`src/rtl/regfile_write_arbiter.sv`:
```
// Arbitrates the register file's single write port between the writeback stage
// (priority) and a FIFO of UART receive writes, with a starvation-forced drain slot.
module regfile_write_arbiter #(
    parameter int FIFO_DEPTH   = 4,
    parameter int STARVE_LIMIT = 8,
    parameter int DATA_WIDTH   = 32
) (
    input  logic                  clk,
    input  logic                  reset,
    input  logic                  wb_valid,
    input  logic [4:0]            wb_addr,
    input  logic [DATA_WIDTH-1:0] wb_data,
    output logic                  wb_stall,
    input  logic                  uart_valid,
    input  logic [4:0]            uart_addr,
    input  logic [DATA_WIDTH-1:0] uart_data,
    output logic                  uart_ready,
    output logic                  rf_we,
    output logic [4:0]            rf_addr,
    output logic [DATA_WIDTH-1:0] rf_data,
    input  logic [4:0]            query_addr,
    output logic                  query_pending
);

    localparam int PTR_W = $clog2(FIFO_DEPTH);
    localparam int CNT_W = PTR_W + 1;
    localparam int STV_W = $clog2(STARVE_LIMIT + 1);

    logic [4:0]            fifo_addr [FIFO_DEPTH];
    logic [DATA_WIDTH-1:0] fifo_data [FIFO_DEPTH];
    logic [PTR_W-1:0]      wr_ptr;
    logic [PTR_W-1:0]      rd_ptr;
    logic [CNT_W-1:0]      count;
    logic [STV_W-1:0]      starve_cnt;
    logic                  rf_from_uart;

    logic empty;
    logic wb_req;
    logic push_en;
    logic pop_en;
    logic fifo_hit;

    assign empty      = (count == '0);
    assign uart_ready = (count < CNT_W'(FIFO_DEPTH));
    assign wb_stall   = (starve_cnt == STV_W'(STARVE_LIMIT)) && !empty;
    assign wb_req     = wb_valid && (wb_addr != 5'd0);
    // r0 writes are acknowledged but never stored.
    assign push_en    = uart_valid && uart_ready && (uart_addr != 5'd0);
    assign pop_en     = !empty && (wb_stall || !wb_req);

    // An entry is live when its distance from the read pointer is below count.
    always_comb begin
        logic [PTR_W-1:0] offset;
        fifo_hit = 1'b0;
        offset   = '0;
        for (int i = 0; i < FIFO_DEPTH; i++) begin
            offset = PTR_W'(i) - rd_ptr;
            if (({1'b0, offset} < count) && (fifo_addr[i] == query_addr))
                fifo_hit = 1'b1;
        end
    end

    assign query_pending = (query_addr != 5'd0) &&
                           (fifo_hit || (rf_we && rf_from_uart && (rf_addr == query_addr)));

    // NOTE: FIFO storage has no reset; count and pointers alone define which entries are live.
    always_ff @(posedge clk) begin
        if (push_en) begin
            fifo_addr[wr_ptr] <= uart_addr;
            fifo_data[wr_ptr] <= uart_data;
        end
    end

    // NOTE: all state updates use non-blocking assignments so every branch sees pre-edge values.
    always_ff @(posedge clk or posedge reset) begin
        if (reset) begin
            wr_ptr       <= '0;
            rd_ptr       <= '0;
            count        <= '0;
            starve_cnt   <= '0;
            rf_we        <= 1'b0;
            rf_addr      <= '0;
            rf_data      <= '0;
            rf_from_uart <= 1'b0;
        end else begin
            if (push_en) wr_ptr <= wr_ptr + 1'b1;
            if (pop_en)  rd_ptr <= rd_ptr + 1'b1;

            case ({push_en, pop_en})
                2'b10:   count <= count + 1'b1;
                2'b01:   count <= count - 1'b1;
                default: count <= count;
            endcase

            if (pop_en) begin
                rf_we        <= 1'b1;
                rf_addr      <= fifo_addr[rd_ptr];
                rf_data      <= fifo_data[rd_ptr];
                rf_from_uart <= 1'b1;
                starve_cnt   <= '0;
            end else if (wb_req) begin
                rf_we        <= 1'b1;
                rf_addr      <= wb_addr;
                rf_data      <= wb_data;
                rf_from_uart <= 1'b0;
                if (empty)
                    starve_cnt <= '0;
                else if (starve_cnt != STV_W'(STARVE_LIMIT))
                    starve_cnt <= starve_cnt + 1'b1;
            end else begin
                rf_we        <= 1'b0;
                rf_from_uart <= 1'b0;
                starve_cnt   <= '0;
            end
        end
    end

endmodule

```
`config.mk`:
```
export PLATFORM = sky130hd
export DESIGN_NAME = regfile_write_arbiter
export DESIGN_NICKNAME = d
export VERILOG_FILES = /design/src/rtl/regfile_write_arbiter.sv
export SDC_FILE = /design/constraint.sdc
export NUM_CORES = 1
export LEC_CHECK = 0
export ABC_CLOCK_PERIOD_IN_PS = 5960
export BUFFER_PORTS_ARGS = -buffer_cell sky130_fd_sc_hd__buf_4
export CAP_MARGIN = 20
export CORE_MARGIN = 5
export CORE_UTILIZATION = 59
export CTS_CLUSTER_SIZE = 30
export DETAILED_ROUTE_END_ITERATION = 10
export PLACE_DENSITY = 0.86
export SETUP_SLACK_MARGIN = 0.1
export SLEW_MARGIN = 25
export SYNTH_ARGS = -nofsm -noshare
export SYNTH_HDL_FRONTEND = slang
export SYNTH_SLANG_ARGS = --single-unit
```
`constraint.sdc`:
```
create_clock -name clk -period 5.96 [get_ports clk]
set_input_delay 1.192 -clock clk [delete_from_list [all_inputs] [get_ports clk]]
set_output_delay 1.192 -clock clk [all_outputs]
set_load 0.01 [all_outputs]
```
==> results.sh, run 1 <==
export IMPL_grt_overflow=0
export IMPL_vias_per_cell=6.20
export IMPL_drive_gt1_frac=0.330
export IMPL_period_needed_ns=3.87
export IMPL_worstPathArrival_ns=2.68
export IMPL_avgSynthCellArea_sq_um=16.0
export IMPL_yosysWarningCount=0
export IMPL_p_per_area_mw_per_mm2=461
export IMPL_synth_seq_area_share=0.684
export IMPL_vias=5133
export IMPL_fin_skew_ns=0.00731
export IMPL_drtIter0Drc=387
export IMPL_post_drt_wl_per_cell_um=22.9
export IMPL_grt_max_degree=51
export IMPL_io_pin_count=124
export IMPL_die_y_um=129
export IMPL_postRouteAntennaNets=0
export IMPL_period_share=0.650
export IMPL_rows=43
export IMPL_syn_area_sq_mm=0.00833
export IMPL_syn_to_final_growth_pct=20.2
export IMPL_peakVddDrop_mv=0.271
export IMPL_nets=730
export IMPL_ys_ff_latch=198
export IMPL_crit_path_end_kind="output pin"
export IMPL_dp_hpwl_mm=12.1
export IMPL_start_kind="flip-flop"
export IMPL_cap_viol_max_count=0
export IMPL_place_gp_congestion=0.917
export IMPL_mostFrequentLayoutCell="edfxtp_1"
export IMPL_crit_type="flip-flop to output pin"
export IMPL_clk_latency_ns=0.43
export IMPL_grt_setup_unrepaired="false"
export IMPL_synthCells=520
export IMPL_grtUsageTotal=0.239
export IMPL_cp_required_ns=4.77
export IMPL_grt_pass1_vias=5360
export IMPL_final_cell_mix="edfxtp_1, buf_4, nand2_1, dfrtp_1, mux4_2"
export IMPL_post_cts_buffers=0
export IMPL_yosysUniqueCellTypes=44
export IMPL_port_buffers=123
export IMPL_slew_headroom=0.326
export IMPL_hold_viol=0
export IMPL_drv_slew=0
export IMPL_start_util=0.600
export IMPL_numCtsBuffers=17
export IMPL_fmax_ghz=0.258
export IMPL_grt_pass1_wl_mm=29.6
export IMPL_pwr_share_comb=0.311
export IMPL_syn_nets=615
export IMPL_status="completed"
export IMPL_htreeDepth=4
export IMPL_drcViolationCount=0
export IMPL_clock_path_buffers=2
export IMPL_p_clk_frac=0.268
export IMPL_postRouteWirelength_mm=19.0
export IMPL_clk_pin_slew_ns=0.06
export IMPL_internal_power_w=0.00319
export IMPL_antenna_cells=0
export IMPL_core_sq_mm=0.0139
export IMPL_first_pass_iters=5
export IMPL_clkSinkCount=198
export IMPL_cts_hold_fix_buffers=0
export IMPL_die_area_sq_mm=0.0166
export IMPL_hold_ws_ns=0.511
export IMPL_root_buffer="clkbuf_16"
export IMPL_hold_class="flip-flop to flip-flop"
export IMPL_p_switching_w=0.00143
export IMPL_antenna_found_initial=0
export IMPL_cts_resized_gates=0
export IMPL_tightest_slew_ns=1.01
export IMPL_pwr_share_seq=0.421
export IMPL_setup_violations=0
export IMPL_cp_max_fo=29
export IMPL_swShare=0.310
export IMPL_finalSetupTns_ns=0
export IMPL_die_w_um=129
export IMPL_cts_tree="done"
export IMPL_p_leak_nw=3.73
-- layout make-up --
| class | count | area (sq um) |
|---|---|---|
| Inverter | 14 | 52.6 |
| Multi-Input combinational cell | 276 | 2410 |
| Clock buffer | 20 | 447 |
| Tap cell | 180 | 225 |
| Fill cell | 853 | 3870 |
| Clock inverter | 12 | 199 |
| Sequential cell | 198 | 5700 |
| Timing Repair Buffer | 128 | 973 |
-- power by group through the flow --
| stage | clock [W] | combinational [W] | sequential (W) |
|---|---|---|---|
| floorplan | 0 | 0.000922 | 0.00194 |
| global route | 0.00132 | 0.00156 | 0.00197 |
| finish | 0.00124 | 0.00143 | 0.00194 |
| detailed placement | 0 | 0.00137 | 0.00200 |
| global placement | 0 | 0.00131 | 0.00198 |
| CTS | 0.00125 | 0.00139 | 0.00199 |
-- state kept, by name, summed over array words and instances (netlist names) --
signal / count
fifo_data: 128
rf_data: 32
fifo_addr: 20
rf_addr: 5
starve_cnt: 4
count: 3
rd_ptr: 2
wr_ptr: 2
rf_from_uart: 1
rf_we: 1
-- cells in the mapped netlist (all sizes together) --
| library cell | instances | area share |
|---|---|---|
| a2111oi | 1 | 0.0011 |
| a211oi | 1 | 0.00090 |
| a21oi | 7 | 0.0056 |
| a22oi | 3 | 0.0027 |
| a31oi | 34 | 0.026 |
| and2 | 4 | 0.0030 |
| buf | 17 | 0.015 |
| clkbuf | 15 | 0.0068 |
| dfrtp | 50 | 0.15 |
| edfxtp | 148 | 0.53 |
| fa | 1 | 0.0024 |
| ha | 11 | 0.017 |
| inv | 14 | 0.0063 |
| mux2i | 1 | 0.0012 |
| mux4 | 37 | 0.10 |
| nand2 | 75 | 0.036 |
| nand2b | 2 | 0.0018 |
| nand3 | 3 | 0.0018 |
| nand3b | 1 | 0.00090 |
| nand4 | 2 | 0.0015 |
| nor2 | 8 | 0.0036 |
| nor3 | 3 | 0.0024 |
| nor4 | 1 | 0.00075 |
| o2111ai | 3 | 0.0032 |
| o21a | 1 | 0.0018 |
| o21ai | 2 | 0.0017 |
| o22a | 1 | 0.0011 |
| o22ai | 34 | 0.031 |
| o311a | 1 | 0.0012 |
| o31ai | 1 | 0.00090 |
| or3 | 2 | 0.0015 |
| or4 | 2 | 0.0023 |
| xnor2 | 17 | 0.018 |
| xor2 | 17 | 0.018 |
-- path summary, 6_finish.rpt --
kind,to,startpoint,slack [ns],cells past startpoint
setup / recovery,query_pending,rd_ptr[1]$_DFFE_PP0N_,2.09,9
hold / removal,starve_cnt[0]$_DFFE_PP0P_,starve_cnt[0]$_DFFE_PP0P_,0.51,1
setup reg to reg,rf_data[8]$_DFFE_PP0P_,starve_cnt[0]$_DFFE_PP0P_,3.32,7
hold reg to reg,starve_cnt[0]$_DFFE_PP0P_,starve_cnt[0]$_DFFE_PP0P_,0.51,1
max in group asynchronous,rd_ptr[1]$_DFFE_PP0N_,reset,4.54,3
min in group asynchronous,rf_we$_DFF_PP0_,reset,0.95,3
-- critical path, cell delays in order, from the launching register on --
cell and delay (ns):
dfrtp_2 0.58, buf_12 0.27, inv_1 0.07, ha_1 0.30, a211oi_1 0.05, a2111oi_0 0.46, nand4_1 0.16, nand3_1 0.10
o22a_1 0.15, buf_4 0.13
-- logic make-up after synthesis --
logic type | count (synthesis) | synth area share
compound gates | 89 | 0.0763
xor+xnor | 34 | 0.0358
fa+ha+maj | 12 | 0.0189
buf+inv | 46 | 0.0283
flops | 198 | 0.684
mux | 38 | 0.101
simple gates | 103 | 0.0553
-- stage by stage --
step	util	std cells	setup WS (ns)	instance area [sq um]	total power (W)
2_1_floorplan	-	520	2.51	8330	0.00286
3_3_place_gp	0.673	795	2.41	9340	0.00329
3_5_place_dp	0.673	795	2.29	9340	0.00337
4_1_cts	0.720	827	1.76	9990	0.00463
5_1_grt	0.721	828	1.93	10000	0.00485
6_report	0.721	828	2.09	10000	0.00462
-- per-layer routing --
metal | up-vias | GRT usage | wire [um]
met5 | - | 0 | 0
met4 | 0 | 0.0834 | 548
met3 | 46 | 0.0672 | 1680
met2 | 295 | 0.378 | 9300
met1 | 2559 | 0.324 | 7480
li1 | 2233 | - | -
(Power assumes the default switching activity.)
==> inputs of run 2 (changes only) <==
ABC_CLOCK_PERIOD_IN_PS = 3950   (was 5960)
CORE_UTILIZATION = 57   (was 59)
PLACE_DENSITY = 0.84   (was 0.86)
clock period = 3.95 ns   (was 5.96 ns; I/O delays follow)
==> results.sh, run 2 (synthesized netlist as in run 1, its figures left out) <==
export IMPL_cap_viol_max_count=0
export IMPL_clock_path_buffers=2
export IMPL_place_gp_congestion=0.856
export IMPL_rr_endpoint="fifo_data[3][19]$_DFFE_PP_"
export IMPL_grt_max_degree=38
export IMPL_final_cell_mix="edfxtp_1, buf_4, nand2_1, dfrtp_1, mux4_2"
export IMPL_io_pin_count=124
export IMPL_crit_type="flip-flop to output pin"
export IMPL_cts_tree="done"
export IMPL_clk_pin_slew_ns=0.07
export IMPL_largest_reg_flops=128
export IMPL_start_kind="flip-flop"
export IMPL_fin_skew_ns=0.00893
export IMPL_core_sq_mm=0.0144
export IMPL_grt_setup_unrepaired="false"
export IMPL_postRouteWirelength_mm=18.5
export IMPL_die_area_sq_mm=0.0171
export IMPL_seq_area_sq_mm=0.00570
export IMPL_rows=44
export IMPL_grt_pass1_wl_mm=28.7
export IMPL_root_buffer="clkbuf_16"
export IMPL_timing_rr_start="count[2]$_DFFE_PP0P_"
export IMPL_start_util=0.577
export IMPL_antenna_cells=0
export IMPL_hold_class="input port to asynchronous set/reset pin"
export IMPL_clk_latency_ns=0.43
export IMPL_multi_input_area_sq_mm=0.00242
export IMPL_largestRegisters="fifo_data x128, rf_data x32, fifo_addr x20"
export IMPL_tightest_slew_ns=1.03
export IMPL_antenna_found_initial=0
export IMPL_cts_resized_gates=0
export IMPL_drive_gt1_frac=0.338
export IMPL_syn_to_final_growth_pct=19.5
export IMPL_fillers=962
export IMPL_grt_pass1_vias=5287
export IMPL_post_drt_wl_per_cell_um=22.1
export IMPL_dp_hpwl_mm=12.4
export IMPL_grt_overflow=0
export IMPL_vias=4975
export IMPL_first_pass_iters=5
export IMPL_clkSinkCount=198
export IMPL_power_w=0.00668
export IMPL_peakVddDrop_mv=0.357
export IMPL_setup_violations=0
export IMPL_drtIter0Drc=482
export IMPL_cp_required_ns=3.16
export IMPL_reg2reg_depth=3
export IMPL_status="completed"
export IMPL_period_needed_ns=3.32
export IMPL_nets=732
export IMPL_fmax_ghz=0.301
export IMPL_worstPathArrival_ns=2.53
export IMPL_hold_viol=0
export IMPL_slew_headroom=0.312
export IMPL_numCtsBuffers=17
export IMPL_postRouteAntennaNets=0
export IMPL_p_per_area_mw_per_mm2=672
export IMPL_period_share=0.840
export IMPL_cts_hold_fix_buffers=0
export IMPL_top_register="fifo_data"
export IMPL_crit_path_end_kind="output pin"
export IMPL_die_y_um=131
export IMPL_die_w_um=131
export IMPL_post_cts_buffers=0
export IMPL_p_leak_nw=3.70
export IMPL_mostFrequentLayoutCell="edfxtp_1"
export IMPL_cp_max_fo=24
export IMPL_finalSetupTns_ns=0
export IMPL_vias_per_cell=5.97
export IMPL_drv_slew=0
export IMPL_reg2reg_slack_ns=1.64
export IMPL_drcViolationCount=0
export IMPL_htreeDepth=4
export IMPL_port_buffers=123
export IMPL_grtUsageTotal=0.226
## run 2: cell type report
class                      count  area share
sequential                   198       0.573
clock buffer                  17      0.0428
multi-input combinational    276       0.243
tap                          184      0.0231
clock inverter                15      0.0148
inverter                      14     0.00528
timing repair buffer         130      0.0981
## run 2: worst max-delay path, cell delays in order (launching register included)
cell and delay (ns):
dfrtp_2 0.76, xnor2_1 0.21, ha_1 0.26, a21oi_1 0.14, o2111ai_1 0.12, o31ai_1 0.29
o22a_1 0.19, buf_4 0.12
## run 2: power by group
group | switching (W) | internal (W)
Combinational | 0.00108 | 0.000984
Sequential | 0.000288 | 0.00267
Clock | 0.000775 | 0.000883
Total | 0.00215 | 0.00453
## run 2: worst max-delay path by stage
stage	start	slack (ns)	to	cells past startpoint
global route	rd_ptr[1]$_DFFE_PP0N_	0.48	query_pending	7
CTS	rd_ptr[1]$_DFFE_PP0N_	0.60	query_pending	7
finish	rd_ptr[1]$_DFFE_PP0N_	0.63	query_pending	7
detailed placement	wb_addr[0]	0.86	count[2]$_DFFE_PP0P_	10
floorplan	wb_addr[0]	1.14	count[2]$_DFFE_PP0P_	9
global placement	wb_addr[0]	0.93	count[2]$_DFFE_PP0P_	10
## run 2: metrics by stage
stage	setup slack, ns	cells	utilization	hold slack, ns	area [sq um]
after global routing	0.475	834	0.690	0.500	9950
after CTS	0.602	834	0.689	0.485	9940
final	0.632	834	0.690	0.471	9950
after detailed placement	0.857	802	0.650	0.476	9370
after floorplan	1.14	520	-	0.453	8330
after global placement	0.927	802	0.650	0.465	9370
## run 2: layer usage
metal,GRT usage,wire length [um]
met1,0.311,7600
met2,0.367,9140
met3,0.0561,1560
met4,0.0623,172
met5,0,0
